===== config.mk =====
export PLATFORM = sky130hd
export DESIGN_NAME = machine_csr_trap_unit
export DESIGN_NICKNAME = d
export VERILOG_FILES = /design/src/rtl/machine_csr_trap_unit.sv
export SDC_FILE = /design/constraint.sdc
export NUM_CORES = 1
export LEC_CHECK = 0
export ABC_CLOCK_PERIOD_IN_PS = 4400
export BUFFER_PORTS_ARGS = -buffer_cell sky130_fd_sc_hd__buf_2
export CORE_ASPECT_RATIO = 0.9
export CORE_MARGIN = 3
export CORE_UTILIZATION = 57
export DETAILED_ROUTE_END_ITERATION = 7
export PLACE_DENSITY = 0.87
export REMOVE_ABC_BUFFERS = 1
export SYNTH_ARGS = -nofsm -noshare
export SYNTH_HDL_FRONTEND = slang
export SYNTH_SLANG_ARGS = --single-unit

===== constraint.sdc =====
create_clock -name clk -period 4.4 [get_ports clk]
set_clock_uncertainty 0.15 [all_clocks]
set_input_delay 0.88 -clock clk [delete_from_list [all_inputs] [get_ports clk]]
set_output_delay 0.88 -clock clk [all_outputs]
set_load 0.05 [all_outputs]

===== src/rtl/machine_csr_trap_unit.sv =====
// ============================================================================
// Module   : machine_csr_trap_unit
// Brief    : RV32 machine-mode CSR file and trap/MRET sequencer with PC redirect.
//            Optional counters (mcycle/minstret) built when ZICNTR_EN is defined.
// Revision : 1.0 - initial release
// ============================================================================
`default_nettype none

module machine_csr_trap_unit #(
    parameter logic [31:0] MTVEC_RESET = 32'h0000_0000,
    parameter int unsigned HART_ID     = 0
) (
    input  logic        clk,
    input  logic        rst_n,
    input  logic [11:0] csr_addr,
    input  logic [1:0]  csr_op,
    input  logic [31:0] csr_wdata,
    output logic [31:0] csr_rdata,
    output logic        csr_illegal,
    input  logic        trap_valid,
    input  logic        trap_is_irq,
    input  logic [3:0]  trap_code,
    input  logic [31:0] trap_pc,
    input  logic [31:0] trap_tval,
    input  logic        mret_valid,
    input  logic        instr_retire,
    input  logic        irq_external,
    input  logic        irq_timer,
    output logic        irq_req,
    output logic [3:0]  irq_code,
    output logic        busy,
    output logic        redirect_valid,
    output logic [31:0] redirect_pc
);

    localparam logic [1:0] S_IDLE = 2'd0;
    localparam logic [1:0] S_TRAP = 2'd1;
    localparam logic [1:0] S_RET  = 2'd2;

    localparam logic [11:0] CSR_MSTATUS  = 12'h300;
    localparam logic [11:0] CSR_MIE      = 12'h304;
    localparam logic [11:0] CSR_MTVEC    = 12'h305;
    localparam logic [11:0] CSR_MSCRATCH = 12'h340;
    localparam logic [11:0] CSR_MEPC     = 12'h341;
    localparam logic [11:0] CSR_MCAUSE   = 12'h342;
    localparam logic [11:0] CSR_MTVAL    = 12'h343;
    localparam logic [11:0] CSR_MIP      = 12'h344;
    localparam logic [11:0] CSR_MHARTID  = 12'hF14;
`ifdef ZICNTR_EN
    localparam logic [11:0] CSR_MCYCLE    = 12'hB00;
    localparam logic [11:0] CSR_MINSTRET  = 12'hB02;
    localparam logic [11:0] CSR_MCYCLEH   = 12'hB80;
    localparam logic [11:0] CSR_MINSTRETH = 12'hB82;
`endif

    logic [1:0]  state_q, state_d;
    logic        mstatus_mie_q, mstatus_mie_d;
    logic        mstatus_mpie_q, mstatus_mpie_d;
    logic        mie_mtie_q, mie_mtie_d;
    logic        mie_meie_q, mie_meie_d;
    logic [31:0] mtvec_q, mtvec_d;
    logic [31:0] mscratch_q, mscratch_d;
    logic [31:0] mepc_q, mepc_d;
    logic [31:0] mcause_q, mcause_d;
    logic [31:0] mtval_q, mtval_d;

    logic        csr_known;
    logic        csr_readonly;
    logic        csr_we;
    logic [31:0] csr_wval;
    logic [31:0] mtvec_base;

`ifdef ZICNTR_EN
    logic [63:0] mcycle_q, mcycle_d;
    logic [63:0] minstret_q, minstret_d;
`else
    logic        unused_retire;
    assign unused_retire = instr_retire;
`endif

    // Read mux: returns the pre-write value of the addressed CSR.
    always_comb begin
        csr_rdata    = 32'h0;
        csr_known    = 1'b1;
        csr_readonly = 1'b0;
        case (csr_addr)
            CSR_MSTATUS:  csr_rdata = {19'h0, 2'b11, 3'h0, mstatus_mpie_q, 3'h0, mstatus_mie_q, 3'h0};
            CSR_MIE:      csr_rdata = {20'h0, mie_meie_q, 3'h0, mie_mtie_q, 7'h0};
            CSR_MTVEC:    csr_rdata = mtvec_q;
            CSR_MSCRATCH: csr_rdata = mscratch_q;
            CSR_MEPC:     csr_rdata = mepc_q;
            CSR_MCAUSE:   csr_rdata = mcause_q;
            CSR_MTVAL:    csr_rdata = mtval_q;
            CSR_MIP: begin
                csr_rdata    = {20'h0, irq_external, 3'h0, irq_timer, 7'h0};
                csr_readonly = 1'b1;
            end
            CSR_MHARTID: begin
                csr_rdata    = 32'(HART_ID);
                csr_readonly = 1'b1;
            end
`ifdef ZICNTR_EN
            CSR_MCYCLE:    csr_rdata = mcycle_q[31:0];
            CSR_MCYCLEH:   csr_rdata = mcycle_q[63:32];
            CSR_MINSTRET:  csr_rdata = minstret_q[31:0];
            CSR_MINSTRETH: csr_rdata = minstret_q[63:32];
`endif
            default:      csr_known = 1'b0;
        endcase
    end

    assign csr_illegal = (csr_op != 2'b00) && (!csr_known || csr_readonly);
    // A trap accepted on the same edge takes precedence over a CSR write.
    assign csr_we = (csr_op != 2'b00) && !csr_illegal && (state_q == S_IDLE) && !trap_valid;

    always_comb begin
        case (csr_op)
            2'b10:   csr_wval = csr_rdata | csr_wdata;
            2'b11:   csr_wval = csr_rdata & ~csr_wdata;
            default: csr_wval = csr_wdata;
        endcase
    end

    always_comb begin
        state_d        = state_q;
        mstatus_mie_d  = mstatus_mie_q;
        mstatus_mpie_d = mstatus_mpie_q;
        mie_mtie_d     = mie_mtie_q;
        mie_meie_d     = mie_meie_q;
        mtvec_d        = mtvec_q;
        mscratch_d     = mscratch_q;
        mepc_d         = mepc_q;
        mcause_d       = mcause_q;
        mtval_d        = mtval_q;

        if (csr_we) begin
            case (csr_addr)
                CSR_MSTATUS: begin
                    mstatus_mie_d  = csr_wval[3];
                    mstatus_mpie_d = csr_wval[7];
                end
                CSR_MIE: begin
                    mie_mtie_d = csr_wval[7];
                    mie_meie_d = csr_wval[11];
                end
                // Reserved MODE encodings (1x) leave the current mode in place.
                CSR_MTVEC:    mtvec_d = {csr_wval[31:2], csr_wval[1] ? mtvec_q[1:0] : csr_wval[1:0]};
                CSR_MSCRATCH: mscratch_d = csr_wval;
                CSR_MEPC:     mepc_d = csr_wval & ~32'h3;
                CSR_MCAUSE:   mcause_d = csr_wval;
                CSR_MTVAL:    mtval_d = csr_wval;
                default: ;
            endcase
        end

        case (state_q)
            S_IDLE: begin
                if (trap_valid) begin
                    state_d        = S_TRAP;
                    mepc_d         = trap_pc & ~32'h3;
                    mcause_d       = {trap_is_irq, 27'h0, trap_code};
                    mtval_d        = trap_tval;
                    mstatus_mpie_d = mstatus_mie_q;
                    mstatus_mie_d  = 1'b0;
                end else if (mret_valid) begin
                    state_d        = S_RET;
                    mstatus_mie_d  = mstatus_mpie_q;
                    mstatus_mpie_d = 1'b1;
                end
            end
            default: state_d = S_IDLE;
        endcase
    end

    always_ff @(posedge clk or negedge rst_n) begin
        if (!rst_n) begin
            state_q        <= S_IDLE;
            mstatus_mie_q  <= 1'b0;
            mstatus_mpie_q <= 1'b0;
            mie_mtie_q     <= 1'b0;
            mie_meie_q     <= 1'b0;
            mtvec_q        <= MTVEC_RESET;
            mscratch_q     <= 32'h0;
            mepc_q         <= 32'h0;
            mcause_q       <= 32'h0;
            mtval_q        <= 32'h0;
        end else begin
            state_q        <= state_d;
            mstatus_mie_q  <= mstatus_mie_d;
            mstatus_mpie_q <= mstatus_mpie_d;
            mie_mtie_q     <= mie_mtie_d;
            mie_meie_q     <= mie_meie_d;
            mtvec_q        <= mtvec_d;
            mscratch_q     <= mscratch_d;
            mepc_q         <= mepc_d;
            mcause_q       <= mcause_d;
            mtval_q        <= mtval_d;
        end
    end

`ifdef ZICNTR_EN
    // Counter writes override the increment; a half-write leaves the other half as is.
    always_comb begin
        mcycle_d = mcycle_q + 64'd1;
        if (csr_we && csr_addr == CSR_MCYCLE) begin
            mcycle_d = {mcycle_q[63:32], csr_wval};
        end else if (csr_we && csr_addr == CSR_MCYCLEH) begin
            mcycle_d = {csr_wval, mcycle_q[31:0]};
        end

        minstret_d = minstret_q;
        if (csr_we && csr_addr == CSR_MINSTRET) begin
            minstret_d = {minstret_q[63:32], csr_wval};
        end else if (csr_we && csr_addr == CSR_MINSTRETH) begin
            minstret_d = {csr_wval, minstret_q[31:0]};
        end else if (instr_retire) begin
            minstret_d = minstret_q + 64'd1;
        end
    end

    always_ff @(posedge clk or negedge rst_n) begin
        if (!rst_n) begin
            mcycle_q   <= 64'h0;
            minstret_q <= 64'h0;
        end else begin
            mcycle_q   <= mcycle_d;
            minstret_q <= minstret_d;
        end
    end
`endif

    assign busy       = (state_q != S_IDLE);
    assign irq_req    = mstatus_mie_q && ((mie_meie_q && irq_external) || (mie_mtie_q && irq_timer)) && !busy;
    assign irq_code   = (mie_meie_q && irq_external) ? 4'd11 : 4'd7;
    assign mtvec_base = {mtvec_q[31:2], 2'b00};

    always_comb begin
        redirect_valid = 1'b0;
        redirect_pc    = 32'h0;
        case (state_q)
            S_TRAP: begin
                redirect_valid = 1'b1;
                if (mtvec_q[1:0] == 2'b01 && mcause_q[31]) begin
                    redirect_pc = mtvec_base + {26'h0, mcause_q[3:0], 2'b00};
                end else begin
                    redirect_pc = mtvec_base;
                end
            end
            S_RET: begin
                redirect_valid = 1'b1;
                redirect_pc    = mepc_q;
            end
            default: ;
        endcase
    end

endmodule

`default_nettype wire


Word-level counts from Yosys, hierarchy flattened
Cells that the tools add are included.
{ "word_totals": {"mem_bits_rw": 0, "wordCells": 88, "mem_count": 0, "ff_bits": 165, "output_inout_bits": 72, "latch_bits": 0, "romBits": 0, "input_bits": 122} }
{ "op_classes": {"n_eq_ne": 14, "div_mod_pow": 0, "add_sub_neg": 1, "n_mul": 0, "n_bitwise": 4, "n_mux": 33, "n_lt_le_gt_ge": 0, "n_shift": 0, "n_reduce_logical": 25} }
{ "ops": {"columns": ["cell", "count"], "rows": [
  ["$mux W32", 13],
  ["$pmux W32 S8", 1],
  ["$pmux W32 S2", 2],
  ["$eq A12 B10 Y1 const B", 8],
  ["$add A32 B6 Y32", 1],
  ["$and A32 B32 Y32", 1],
  ["$not A32 Y32", 1],
  ["$or A32 B32 Y32", 1],
  ["$mux W1", 13],
  ["$eq A12 B12 Y1 const B", 1],
  ["$logic_and A1 B1 Y1", 9],
  ["$reduce_or A9 Y1", 1],
  ["$eq A2 B2 Y1 const B", 3],
  ["$mux W2", 3],
  ["$reduce_and A2 Y1", 3],
  ["$logic_not A1 Y1", 4],
  ["$mux W4", 1],
  ["$reduce_bool A2 Y1", 2],
  ["$reduce_or A2 Y1", 2],
  ["$ne A3 B3 Y1 const B", 1],
  ["$reduce_and A3 Y1", 1],
  ["$eq A2 B1 Y1 const B", 1],
  ["$logic_not A2 Y1", 1],
  ["$logic_or A1 B1 Y1", 2],
  ["$not A1 Y1", 1]
]} }

Logic depth before layout (Yosys ltp)
{ "depth": {"word_depth": 14, "mapped_depth": 9, "depth_no_buf": 8} }

Least setup slack after synthesis
OpenSTA, ideal clock, no wires.
{ "synth_timing": {"path_type": "in2out", "from": "input port csr_addr[2]", "to": "output port csr_rdata[30]", "slack_ps": 197, "t_required_ps": 3370, "n_path_buf": 4, "path_stages": 9, "arrival_ps": 3173, "cell_sequence": "buf_2 > or3b_2 > buf_2 > nor4_1 > buf_2 > buf_1 > a22o_1 > a221oi_1 > o21ai_0"} }
{ "synth_via": {"elab_chain_cells": 2, "word_cells_on_any_way": 9, "cone_classes": "8 x eq/ne; 1 x mux"} }
{ "synth_lines": {"columns": ["element", "line_no", "rtl"], "rows": [
  ["start, declared", "15", "input logic [11:0] csr_addr,"],
  ["$eq A12 B10 Y1", "86", "case (csr_addr)"],
  ["$pmux W32 S8 *", "86", null],
  ["end, declared", "18", "output logic [31:0] csr_rdata,"]
]} }
Every way passes the cells marked *; elsewhere a longest branch is shown, timed or not.

Worst setup path in the final report
{ "layout_timing": {"from": "register mtvec_q[2]", "to": "output port redirect_pc[12]"} }
{ "layout_via": {"elab_chain_cells": 3} }
{ "layout_lines": {"columns": ["element", "line_no", "rtl"], "rows": [
  ["start, declared", "61", "logic [31:0] mtvec_q, mtvec_d;"],
  ["start signal, assigned", "193", "mtvec_q <= mtvec_d;"],
  ["$add A32 B6 Y32", "244", "redirect_pc = mtvec_base + {26'h0, mcause_q[3:0], 2'b00};"],
  ["$mux W32", "243", "if (mtvec_q[1:0] == 2'b01 && mcause_q[31]) begin"],
  ["$pmux W32 S2", "240", "case (state_q)"],
  ["end, declared", "33", "output logic [31:0] redirect_pc"]
]} }
Every way passes these cells.

==> run summary <==
Min-Delay Path Class: register to register
fin util: 0.697
Crit. End Element: output pin
largest net degree at the start of global routing: 102
syn_area_per_cell: 9.05 µm²
std cell rows: 46
Worst Reg-to-Reg Cells: 9
CTS sink cnt: 165
# setup viols final: 1
Worst-Skew Late Latency: 0.44 ns
setup TNS: -0.0167 ns
H-Tree Depth: 4
Hold Violations, Final: 0
clock root cell: clkbuf_16
CP cell instances: ha_1 -> inv_1 -> fa_1 -> nor2b_1 -> o21ai_2 -> a2111oi_1 -> xnor2_1 -> o21ai_0 -> buf_2
gr usage total: 0.368
failing checks: negative setup slack
Main synth FF type: dfrtp_1
ANT nets after route: 0
Post-Synth Simple-Gate Area: 0.168
Max Slew Vio Count: 0
Post-Synth Adder-Cell Area: 0.0103
Reg clk slew, reported paths: 0.07 ns
family with the most delay on the worst path: compound AO/OA/AOI/OAI gates
commonest cells after routing, fill and taps aside: buf_2 (187), dfrtp_1 (165), nand2_1 (154)
most common cell after layout, fill and taps aside: buf_2
Synth cell types: 68
worst slew pin tran: 0.952 ns
initial core utilization: 0.588
total routed wirelength: 37200 µm
min Tclk post-route: 4.42 ns
Nets: 1436
die span in x: 149 µm
CTS tree: yes
Total Die Area: 20100 µm²
Mapped Cells: 1159
VDD IR max: 0.271 mV
Layout area overhead: 18.5%
post-synthesis mux area share: 0.0311
DP HPWL: 24000 µm
startpoint type of the worst setup path: register
xor/xnor share of the synthesized area: 0.0384
Synth warnings: 0
Synth Cell Area: 10500 µm²
Setup WS post-layout: -0.0167 ns
run status: finished with violations
CP peak stage delay: 0.63 ns
Routed WL per cell: 23.9 µm
total core area: 17800 µm²
CP max stage cell: a2111oi_1
initial antenna violation count: 0
fraction of registers with async set/reset: 1.00
Cell Area, Placed: 11700 µm²
vias in the first global route: 10.7k
Worst Path Class, Setup: register to output pin
Vias: 11.0k
Pre-antenna DRT Iters: 8
Placement Setup Slack: 0.341 ns
Critical Path Stages: 9
share of layout cells above drive strength 1: 0.221
Die Y: 135 µm
P_leak: 0.00598 µW
CTS buffer count: 17
Initial DRC Count: 1579
Post-synth EDFFs: 0
Via density: 7.05
register bit total from synthesis: 165
largest family of logic cells by synthesized area: compound AO/OA/AOI/OAI gates
post-synthesis compound-gate area fraction: 0.310
max frequency: 226 MHz
crit-path max FO: 12
share of the yosys chip area belonging to registers: 0.394
Diodes inserted: 0
pwr dens: 361 nW/µm²
max_cap viols: 0
RD Place Congestion: 0.981
IO Port Bufs: 188
first-pass GRT wire length: 57600 µm
clock buffer depth: 2
Design Area, Final: 12400 µm²
hold-critical path depth: 2
Slew HR: 0.365
total gr overflow: 0
fin crit share: 1.00
number of remaining DRC errors: 0
WP data required: 3.37 ns
# IOs: 194
RSZ-0062 raised after global routing: true
CP bufs+invs: 2
# hold bufs at CTS: 0
CP arrival: 3.39 ns
-- synthesized netlist by cell type (10+ instances only) --
cell      instances  area, µm²
a211oi_1         26        195
a21o_1           68        510
a21oi_1          40        200
a221oi_1         22        193
a222oi_1         19        190
a22o_1           89        780
a22oi_1          35        263
and2_1           10       62.6
and3_1           27        169
buf_1            10       37.5
buf_2            18       90.1
clkbuf_1         69        259
dfrtp_1         165       4130
inv_1            22       82.6
nand2_1         154        578
nand3_1          51        255
nor2_1           26       97.6
nor3_1           16       80.1
nor4_1           10       62.6
o21ai_0          89        445
xnor2_1          23        201
xor2_1           23        201
-- kinds of logic after synthesis --
logic type	Yosys count
compound gates	445
simple gates	349
flops	165
buf+inv	123
xor+xnor	46
mux	22
fa+ha+maj	8
other cells	1
-- flip-flops by register name, indices dropped and copies added (netlist names) --
name,cells
mcause_q,32
mepc_q,32
mie_meie_q,1
mie_mtie_q,1
mscratch_q,32
mstatus_mie_q,1
mstatus_mpie_q,1
mtval_q,32
mtvec_q,31
state_q,2
-- layer usage --
layer,global-route usage,up-vias,part of all wire
li1,-,4728,-
met4,0.147,0,0.043
met2,0.567,935,0.44
met1,0.489,5149,0.36
met3,0.115,181,0.15
met5,0,-,0
-- where the power goes --
part	leakage [µW]	internal, µW	switching, µW
combinational	0.00347	366	550
sequential	0.00219	1700	169
clock	0.000316	1060	648
-- path summary, 6_finish.rpt --
check	startpoint	endpoint	slack, ns
setup / recovery	mtvec_q[2]$_DFFE_PN0P_	redirect_pc[12]	-0.02
hold / removal	mscratch_q[22]$_DFFE_PN0P_	mscratch_q[22]$_DFFE_PN0P_	0.34
setup reg to reg	state_q[0]$_DFFE_PN0P_	mtvec_q[12]$_DFFE_PN0P_	1.39
hold reg to reg	mscratch_q[22]$_DFFE_PN0P_	mscratch_q[22]$_DFFE_PN0P_	0.34
max in group asynchronous	rst_n	mtvec_q[30]$_DFFE_PN0P_	2.73
min in group asynchronous	rst_n	mtvec_q[14]$_DFFE_PN0P_	0.37
-- what timing repair did --
item                                    in CTS  in global routing
resized for setup                            5                  4
setup buffers                                0                  0
endpoints found under the setup margin       5                  8
-- cell type report --
type                    count  area, µm²
flip-flops and latches    165       4130
repair buffers            228       1320
inverters                  22       82.6
clock inverters            11        195
well taps                 240        300
clock buffers              21        470
multi-input cells         872       5930
fillers                  1361       5410
-- per-stage QoR --
stage | cells | hold slack [ns] | total power, µW
after floorplan | 1059 | 0.291 | 2390
after global placement | 1527 | 0.308 | 2740
after detailed placement | 1527 | 0.319 | 2770
after CTS | 1559 | 0.334 | 4460
after global routing | 1559 | 0.361 | 4640
final | 1559 | 0.336 | 4490
-- worst register-to-register path: cells and delay by family (launching register included) --
family,cells,cell delay (ns)
AND/OR/NAND/NOR,3,1.03
adder cells (fa/ha/maj),1,0.23
AO/OA/AOI/OAI,2,0.29
flip-flops,1,0.40
buffers and inverters,3,0.79
(Power assumes the default switching activity.)
